**config.mk**
```make
export PLATFORM = sky130hd
export DESIGN_NAME = peak_readout_bank_flat
export DESIGN_NICKNAME = d
export VERILOG_FILES = /design/src/rtl/peak_readout_bank_if.sv /design/src/rtl/peak_readout_bank.sv /design/src/flat_wrapper.sv
export SDC_FILE = /design/constraint.sdc
export NUM_CORES = 1
export LEC_CHECK = 0
export CAP_MARGIN = 20
export CORE_MARGIN = 8
export CORE_UTILIZATION = 51
export CTS_CLUSTER_DIAMETER = 120
export CTS_CLUSTER_SIZE = 8
export DETAILED_ROUTE_END_ITERATION = 6
export GPL_TIMING_DRIVEN = 0
export PLACE_DENSITY_LB_ADDON = 0.15
export SLEW_MARGIN = 40
export SYNTH_ARGS = -nofsm -noshare
export SYNTH_HDL_FRONTEND = slang
export SYNTH_SLANG_ARGS = --single-unit
```
**constraint.sdc**
```tcl
create_clock -name clk -period 2.3 [get_ports clk]
set_input_delay 0.46 -clock clk [delete_from_list [all_inputs] [get_ports clk]]
set_output_delay 0.46 -clock clk [all_outputs]
set_load 0.1 [all_outputs]
```
**src/rtl/peak_readout_bank_if.sv**
```systemverilog
// Host register bus for peak_readout_bank: byte-wide strobed read/write port.
interface peak_readout_bank_if;
   logic       chipselect;
   logic       read;
   logic       write;
   logic [7:0] address;
   logic [7:0] writedata;
   logic [7:0] readdata;

   modport master (output chipselect, read, write, address, writedata, input readdata);
   modport slave  (input chipselect, read, write, address, writedata, output readdata);
endinterface

```
**src/rtl/peak_readout_bank.sv**
```systemverilog
// Double-banked peak frame readout: frames land in a visible bank while open,
// or in a staging bank while the host holds the lock; unlock commits staging.
module peak_readout_bank #(
   parameter int unsigned PEAKS      = 6,
   parameter int unsigned FREQ_WIDTH = 8,
   parameter int unsigned AMPL_WIDTH = 24,
   parameter int unsigned TIME_WIDTH = 32
) (
   input  logic                        clk,
   input  logic                        reset,
   input  logic                        valid_in,
   input  logic [TIME_WIDTH-1:0]       counter_in,
   input  logic [PEAKS*FREQ_WIDTH-1:0] freqs_in,
   input  logic [PEAKS*AMPL_WIDTH-1:0] ampls_in,
   peak_readout_bank_if.slave          bus,
   output logic                        irq
);
   localparam int unsigned AB        = AMPL_WIDTH / 8;
   localparam int unsigned TB        = TIME_WIDTH / 8;
   localparam int unsigned MAP_BYTES = TB + PEAKS + PEAKS * AB;
   localparam logic [7:0]  ADDR_CTRL = 8'hF0;
   localparam logic [7:0]  ADDR_STAT = 8'hF1;
   localparam logic [7:0]  ADDR_OVF  = 8'hF2;
   localparam logic [7:0]  ADDR_SEQ  = 8'hF3;
   localparam logic [7:0]  ADDR_ID   = 8'hFF;

   if (MAP_BYTES > 240) begin : g_map_chk
      $error("peak_readout_bank: bank map overlaps control registers");
   end

   typedef enum logic [1:0] {ST_OPEN, ST_LOCKED, ST_COMMIT} state_e;

   state_e                        state_q, state_d;
   logic [TIME_WIDTH-1:0]         vis_cnt_q, vis_cnt_d, stg_cnt_q, stg_cnt_d;
   logic [PEAKS*FREQ_WIDTH-1:0]   vis_frq_q, vis_frq_d, stg_frq_q, stg_frq_d;
   logic [PEAKS*AMPL_WIDTH-1:0]   vis_amp_q, vis_amp_d, stg_amp_q, stg_amp_d;
   logic [1:0]                    ctrl_q, ctrl_d;
   logic                          pending_q, pending_d;
   logic                          fresh_q, fresh_d;
   logic [7:0]                    ovf_q, ovf_d;
   logic [7:0]                    seq_q, seq_d;
   logic                          irq_q, irq_d;
   logic [7:0]                    readdata_q, readdata_d;
   logic [7:0]                    rd_c;
   logic                          wr_en_c, fresh_set_c, ovf_inc_c;
   logic                          unused_wdata;

   assign wr_en_c      = bus.chipselect & bus.write;
   assign unused_wdata = ^bus.writedata[7:2];

   always_ff @(posedge clk or negedge reset) begin
      if (!reset) begin
         state_q    <= ST_OPEN;
         vis_cnt_q  <= '0;
         vis_frq_q  <= '0;
         vis_amp_q  <= '0;
         stg_cnt_q  <= '0;
         stg_frq_q  <= '0;
         stg_amp_q  <= '0;
         ctrl_q     <= '0;
         pending_q  <= 1'b0;
         fresh_q    <= 1'b0;
         ovf_q      <= '0;
         seq_q      <= '0;
         irq_q      <= 1'b0;
         readdata_q <= '0;
      end else begin
         state_q    <= state_d;
         vis_cnt_q  <= vis_cnt_d;
         vis_frq_q  <= vis_frq_d;
         vis_amp_q  <= vis_amp_d;
         stg_cnt_q  <= stg_cnt_d;
         stg_frq_q  <= stg_frq_d;
         stg_amp_q  <= stg_amp_d;
         ctrl_q     <= ctrl_d;
         pending_q  <= pending_d;
         fresh_q    <= fresh_d;
         ovf_q      <= ovf_d;
         seq_q      <= seq_d;
         irq_q      <= irq_d;
         readdata_q <= readdata_d;
      end
   end

   // Next state, bank transfers and status bookkeeping.
   always_comb begin
      state_d     = state_q;
      vis_cnt_d   = vis_cnt_q;
      vis_frq_d   = vis_frq_q;
      vis_amp_d   = vis_amp_q;
      stg_cnt_d   = stg_cnt_q;
      stg_frq_d   = stg_frq_q;
      stg_amp_d   = stg_amp_q;
      ctrl_d      = ctrl_q;
      pending_d   = pending_q;
      ovf_d       = ovf_q;
      seq_d       = seq_q;
      fresh_set_c = 1'b0;
      ovf_inc_c   = 1'b0;
      readdata_d  = readdata_q;

      if (wr_en_c && bus.address == ADDR_CTRL) ctrl_d = bus.writedata[1:0];

      case (state_q)
         ST_OPEN: begin
            if (valid_in) begin
               vis_cnt_d   = counter_in;
               vis_frq_d   = freqs_in;
               vis_amp_d   = ampls_in;
               fresh_set_c = 1'b1;
               seq_d       = seq_q + 8'd1;
            end
            if (ctrl_d[0]) state_d = ST_LOCKED;
         end
         ST_LOCKED: begin
            if (valid_in) begin
               stg_cnt_d = counter_in;
               stg_frq_d = freqs_in;
               stg_amp_d = ampls_in;
               ovf_inc_c = pending_q;
               pending_d = 1'b1;
            end
            if (!ctrl_d[0]) state_d = pending_d ? ST_COMMIT : ST_OPEN;
         end
         ST_COMMIT: begin
            vis_cnt_d   = stg_cnt_q;
            vis_frq_d   = stg_frq_q;
            vis_amp_d   = stg_amp_q;
            fresh_set_c = 1'b1;
            seq_d       = seq_q + 8'd1;
            pending_d   = 1'b0;
            // A frame arriving mid-commit is staged and committed on the next edge.
            if (valid_in) begin
               stg_cnt_d = counter_in;
               stg_frq_d = freqs_in;
               stg_amp_d = ampls_in;
               pending_d = 1'b1;
            end else begin
               state_d = ctrl_d[0] ? ST_LOCKED : ST_OPEN;
            end
         end
         default: state_d = ST_OPEN;
      endcase

      fresh_d = fresh_set_c |
                (fresh_q & ~(wr_en_c && bus.address == ADDR_STAT && bus.writedata[1]));

      if (wr_en_c && bus.address == ADDR_OVF) ovf_d = ovf_inc_c ? 8'd1 : 8'd0;
      else if (ovf_inc_c && ovf_q != 8'hFF)   ovf_d = ovf_q + 8'd1;

      irq_d = ctrl_d[1] & fresh_d;
      if (bus.chipselect && bus.read) readdata_d = rd_c;
   end

   // Read decode of the visible bank and control registers.
   always_comb begin
      rd_c = 8'h00;
      for (int k = 0; k < int'(TB); k++)
         if (bus.address == 8'(k)) rd_c = vis_cnt_q[(int'(TB) - 1 - k) * 8 +: 8];
      for (int i = 0; i < int'(PEAKS); i++)
         if (bus.address == 8'(int'(TB) + i)) rd_c = 8'(vis_frq_q[i * int'(FREQ_WIDTH) +: FREQ_WIDTH]);
      for (int i = 0; i < int'(PEAKS); i++)
         for (int j = 0; j < int'(AB); j++)
            if (bus.address == 8'(int'(TB + PEAKS) + i * int'(AB) + j))
               rd_c = vis_amp_q[i * int'(AMPL_WIDTH) + (int'(AB) - 1 - j) * 8 +: 8];
      case (bus.address)
         ADDR_CTRL: rd_c = {6'd0, ctrl_q};
         ADDR_STAT: rd_c = {6'd0, fresh_q, pending_q};
         ADDR_OVF:  rd_c = ovf_q;
         ADDR_SEQ:  rd_c = seq_q;
         ADDR_ID:   rd_c = 8'h5A;
         default:   ;
      endcase
   end

   assign bus.readdata = readdata_q;
   assign irq          = irq_q;
endmodule

```
**src/flat_wrapper.sv**
```systemverilog
// flat-port wrapper written by rule: the top's interface ports become plain ports
module peak_readout_bank_flat 
#(
   parameter int unsigned PEAKS      = 6,
   parameter int unsigned FREQ_WIDTH = 8,
   parameter int unsigned AMPL_WIDTH = 24,
   parameter int unsigned TIME_WIDTH = 32
)
  (clk, reset, valid_in, counter_in, freqs_in, ampls_in, irq, bus_chipselect, bus_read, bus_write, bus_address, bus_writedata, bus_readdata);
  peak_readout_bank_if bus_i ();
  input  logic clk;
  input  logic reset;
  input  logic valid_in;
  input  logic [TIME_WIDTH-1:0] counter_in;
  input  logic [PEAKS*FREQ_WIDTH-1:0] freqs_in;
  input  logic [PEAKS*AMPL_WIDTH-1:0] ampls_in;
  output logic irq;
  input wire logic [$bits(bus_i.chipselect)-1:0] bus_chipselect;
  input wire logic [$bits(bus_i.read)-1:0] bus_read;
  input wire logic [$bits(bus_i.write)-1:0] bus_write;
  input wire logic [$bits(bus_i.address)-1:0] bus_address;
  input wire logic [$bits(bus_i.writedata)-1:0] bus_writedata;
  output wire logic [$bits(bus_i.readdata)-1:0] bus_readdata;
  assign bus_i.chipselect = bus_chipselect;
  assign bus_i.read = bus_read;
  assign bus_i.write = bus_write;
  assign bus_i.address = bus_address;
  assign bus_i.writedata = bus_writedata;
  assign bus_readdata = bus_i.readdata;
  peak_readout_bank #(.PEAKS(PEAKS), .FREQ_WIDTH(FREQ_WIDTH), .AMPL_WIDTH(AMPL_WIDTH), .TIME_WIDTH(TIME_WIDTH)) u_core (.clk(clk), .reset(reset), .valid_in(valid_in), .counter_in(counter_in), .freqs_in(freqs_in), .ampls_in(ampls_in), .bus(bus_i), .irq(irq));
endmodule
```
==> metrics.csv <==
metric,value,unit
min_from,valid_in,
grt_overflow,0,
io_pins,255,
die_height,226,um
cts_tree,built,
hold_end,u_core.ovf_q[0],
slowest_stage,a221oi_2,
critPathCaptureType,register,
critPathTopFamily,compound AO/OA/AOI/OAI gates,
synthArstFlopShare,1.00,
num-fill-cells,3548,
critPathMaxStageDelay,0.40,ns
synthFlopType,dfrtp_1,
hold_depth,3,
ant_nets,0,
crit_required,2.75,ns
grt_pass1_vias,18200,
fin_ws,-0.00383,ns
insertion_delay,0.58,ns
synth_edf_count,0,
finClkSkew,0.0135,ns
die_w,226,um
setup_viol,1,
initial_core_util,0.512,
yosys-top-cells-area,"dfrtp_1 53%, mux2_2 12%, mux2i_1 11%, o21ai_0 5.6%, nand2_1 4.9%",
r2r_setup_slack,0.05,ns
r2r-start,u_core.state_q[1],
clock-sinks,479,
syn_avg_cell_area,11.3,um^2
rsz0062_at_grt,true,
synth_area,22500,um^2
p_leak,11.7,nW
reg2regPathDepth,5,
grt_pass1_wl,107,mm
synth_cell_types,71,
wire_per_inst,23.7,um
synth_top_area_frac,0.533,
drtIter0Drc,1420,
drc,0,
vias,17200,
clockRootBuffer,clkbuf_16,
yosys_warnings,0,
worstPathMaxFanout,10,
fmax,434,MHz
grt_max_degree,76,
min_period,2.30,ns
drv_slew,0,
antenna_found_initial,6,
synth_cells,1989,
p_per_area,1310,nW/um^2
final_cell_count_no_fill,2910,
status,"complete, but fails checks",
critPathLaunchType,input port,
hold_path_class,input port to register,
hold_viol_final,0,
placeableCoreArea,43900,um^2
path_clk_slew,0.05,ns
area_delta_synth_final,24.6,%
r2r_end,u_core.stg_amp_q[88],
htreeDepth,3,
cp_data_arrival_time,2.75,ns
final_layout_size_suffix_gt1_frac,0.216,
fin_total_pwr,36.7,mW
failed_checks,setup timing,
cts_buffers,69,
row_count,77,
clk_path_buf_depth,3,
io_buffers,243,
synth-seq-cells,479,
slew_headroom,0.431,
dr.pass1.iters,6,
period_share,1.00,
utilization,0.638,
crit_type,input port to register,
nNetsFinal,2566,
place_inst,2832,
die_area,51100,um^2
post-dp-hpwl,51.6,mm
crit_chain,"buf_2, buf_2, buf_4, mux4_2, a2bb2oi_1, o211ai_1, a221oi_2, o21ai_0",
syn-num-nets,2241,
vias_per_cell,5.92,
irDropWorstVdd,0.665,mV
finalWirelength,69.0,mm
yosysTopAreaCell,dfrtp_1,
crit_path_frequent_cell,buf_2,
gp_congestion,0.952,
ys_seq_area_frac,0.533,
drv_cap,0,
grt_usage,0.272,
cp_num_buf_inv,3,
tightest_slew,0.853,ns
area by class of cell:
class                   count  area (um^2)  area share
flip-flops and latches    479        12000       0.427
multi-input cells        1360        10100       0.359
repair buffers            256         2640      0.0943
clock buffers              74         1830      0.0653
plain buffers             142          752      0.0268
well taps                 592          741      0.0264
inverters                   6         22.5    0.000803
diodes                      1         2.50   0.0000892
worst min-delay path, cell delays in order:
cell and delay [ns]:
clkbuf_1 0.20, nand3_1 0.18, a21oi_1 0.08
synth_stat cells, drive strengths merged, types with 6 or more instances:
library cell and n:
dfrtp 479, nand2 292, o21ai 255, mux2 243, mux2i 243, clkbuf 118
nor2 61, a21oi 36, buf 26, o22ai 25, nor3 22, nand3 18
mux4 14, o211ai 14, a22oi 10, a31oi 8, xnor2 8, a221oi 7
xor2 7, ha 6, inv 6, nor2b 6, o221ai 6
worst max-delay path by stage:
stage | slack [ns] | to | cells past startpoint | start
finish | -0.004 | u_core.bus.readdata[1] | 8 | bus_address[1]
global route | -0.04 | u_core.bus.readdata[0] | 9 | bus_address[2]
CTS | -0.09 | u_core.vis_amp_q[70] | 7 | u_core.state_q[0]
detailed placement | -1.63 | u_core.bus.readdata[0] | 9 | bus_address[0]
global placement | -19.96 | u_core.stg_amp_q[10] | 1 | reset
floorplan | -0.01 | u_core.bus.readdata[3] | 9 | bus_address[3]
layer usage:
layer | share of wire | routed length, um | global-route usage | vias up
li1 | - | - | - | 7738
met1 | 0.42 | 29200 | 0.362 | 8675
met2 | 0.48 | 33000 | 0.441 | 670
met3 | 0.070 | 4800 | 0.0567 | 122
met4 | 0.028 | 1950 | 0.0894 | 8
met5 | 0.00068 | 47 | 0 | -
state kept, by name (all words and copies together), names as in the netlist:
name,cells
u_core.ovf_q,8
u_core.irq,1
u_core.bus.readdata,8
u_core.vis_amp_q,144
u_core.pending_q,1
u_core.vis_frq_q,48
u_core.ctrl_q,2
u_core.vis_cnt_q,32
u_core.stg_amp_q,144
u_core.state_q,2
u_core.stg_cnt_q,32
u_core.fresh_q,1
u_core.stg_frq_q,48
u_core.seq_q,8
per-stage QoR:
stage / worst slack (ns) / area (um^2) / hold WS [ns] / TNS, ns
3_5_place_dp: -1.63 / 25900 / 0.469 / -281.51
3_3_place_gp: -19.96 / 25700 / 0.458 / -9837.07
6_report: -0.00383 / 28000 / 0.380 / -0.00383
5_1_grt: -0.0405 / 28000 / 0.440 / -0.132
4_1_cts: -0.0904 / 27900 / 0.368 / -1.37
2_1_floorplan: -0.0104 / 22500 / 0.164 / -0.0104
power breakdown:
part           switching (mW)  leakage [nW]  total [mW]  internal (mW)
clock                    3.43         0.901        8.94           5.52
sequential               2.75          5.79        15.4           12.6
combinational            6.45          5.02        12.3           5.90
cells in the final DEF (no fill, tap or decap), drive strengths merged, types with 22 or more instances in the layout:
cell	n
a21oi	36
buf	55
clkbuf	183
clkdlybuf4s50	229
dfrtp	479
mux2	243
mux2i	243
nand2	292
nor2	61
nor3	22
o21ai	255
o22ai	25
cells by family (layout without fill, tap and decap cells):
family / after synthesis / after routing / synth area share
AOI/OAI and AO/OA: 404 / 404 / 0.105
xor gates and xnor gates: 15 / 15 / 0.00584
adders and majority gates: 6 / 6 / 0.00334
buffers and inverters: 150 / 478 / 0.0264
DFF: 479 / 479 / 0.533
muxes: 500 / 500 / 0.244
other: 0 / 1 / 0
and+or+nand+nor: 435 / 435 / 0.0831
repair_timing:
item,in CTS,in global routing
resized for setup,112,72
pin swaps,5,4
buffers inserted,4,0
setup endpoints to repair,438,257
hold endpoints to repair,66,0
hold buffers,1,0
(Power assumes the default switching activity.)
==> variant, RTL diff (same settings) <==
Take the reset off `readdata_q` and load it in a clocked block of its own.
--- a/src/rtl/peak_readout_bank.sv
+++ b/src/rtl/peak_readout_bank.sv
@@ -63,7 +63,6 @@
          ovf_q      <= '0;
          seq_q      <= '0;
          irq_q      <= 1'b0;
-         readdata_q <= '0;
       end else begin
          state_q    <= state_d;
          vis_cnt_q  <= vis_cnt_d;
@@ -78,8 +77,11 @@
          ovf_q      <= ovf_d;
          seq_q      <= seq_d;
          irq_q      <= irq_d;
-         readdata_q <= readdata_d;
       end
+   end
+
+   always_ff @(posedge clk) begin
+      readdata_q <= readdata_d;
    end
 
    // Next state, bank transfers and status bookkeeping.
Check against the original RTL: not equivalent (a bounded check fails within 4 cycles, from zero or initial values and one cycle with reset low).
==> variant against the unedited design <==
The flow still finishes with violations (negative setup slack); design area increased by 1.5%; worst hold slack got worse by 0.042 ns; final cell count increased by 0.82%; utilization increased by 0.69 points; routed wire length increased by 4.4%; clock power increased by 0.9%; power increased by 0.93%; area after synthesis increased by 0.96%; setup slack got worse by 0.071 ns; clock skew increased by 0.0068 ns; sequential cell count unchanged; largest cell class unchanged.
==> variant: results (changes against the unedited design) <==
stage,metric,value,unit,change
outcome,status,"finished, violations left",,unchanged
outcome,failing checks,negative setup slack,,unchanged
layout,fraction of area in multi-input gates,0.359,,about the same
pwr,P_int,24.2,mW,was 24.0 mW
timing,Final WS setup,-0.0752,ns,was -0.00383 ns
synthesis,main area contributors after synthesis,"dfrtp_1 (52%), mux2_2 (12%), mux2i_1 (11%), o21ai_0 (5.6%), nand2_1 (4.6%)",,"was dfrtp_1 (53%), mux2_2 (12%), mux2i_1 (11%), o21ai_0 (5.6%), nand2_1 (4.9%)"
synthesis,post-synthesis sequential area ratio,0.529,,was 0.533
timing,TNS Setup,-0.107,ns,was -0.00383 ns
timing,Min Hold Slack,0.337,ns,was 0.380 ns
grt,met2 Track Usage GR,0.442,,was 0.441
critical_path,Crit path max-delay family,buffers and inverters,,was compound AO/OA/AOI/OAI gates
grt,first-pass GRT wire length,109000,µm,was 107000 µm
layout,multi-input gate count,1364,,was 1360
synthesis,number of flops mapped to enable cells by yosys,8,,was 0
placed_design,HPWL Detailed,53300,µm,was 51600 µm
critical_path,Critical Path Start,bus_address[0],,was bus_address[1]
grt,GRT Total Usage,0.279,,was 0.272
synthesis,average cell area after synthesis,11.4,µm²,was 11.3 µm²
grt,met1 Resource Use GR,0.374,,was 0.362
grt,largest net degree at the start of global routing,80,,was 76
timing,final setup fails,2,,was 1
critical_path,Crit path largest cell delay,0.43,ns,was 0.40 ns
critical_path,"Data arrival, critical path",2.65,ns,was 2.75 ns
synthesis,Synth cell types,73,,was 71
clocking,number of setup buffers added after CTS,10,,was 4
grt,global routing usage on met3,0.0685,,was 0.0567
placed_design,Cells after DPL,2839,,was 2832
layout,# diodes,2,,was 1
clocking,count of cells resized by post-cts repair,143,,was 112
layout,Seq cells,479,,unchanged
[variant: cell count changes after synthesis, moves of 8 or more]
cell / delta
a21oi_1: +10
clkbuf_1: -13
mux2i_1: +16
edfxtp_1: +8
nand2_1: -15
nor2_1: -17
dfrtp_1: -8
o211ai_1: -8
[variant: routing by layer]
| layer | up-vias | share of wire |
|---|---|---|
| met1 | 8722 | 0.43 |
| met3 | 134 | 0.076 |
| met2 | 645 | 0.46 |
| met5 | - | 0.00037 |
| met4 | 4 | 0.029 |
| li1 | 7833 | - |
[variant: per-stage QoR]
step | instance area [µm²] | setup WS [ns]
2_1_floorplan | 22700 | 0.0198
3_3_place_gp | 25900 | -19.37
3_5_place_dp | 26100 | -1.39
4_1_cts | 28300 | 0.0176
5_1_grt | 28500 | -0.0427
6_report | 28500 | -0.0752
[variant: cells by family after synthesis]
logic type,share of synthesized area
compound gates,0.106
xor+xnor,0.00424
fa+ha+maj,0.00330
buf+inv,0.0281
flops,0.529
mux,0.248
simple gates,0.0816
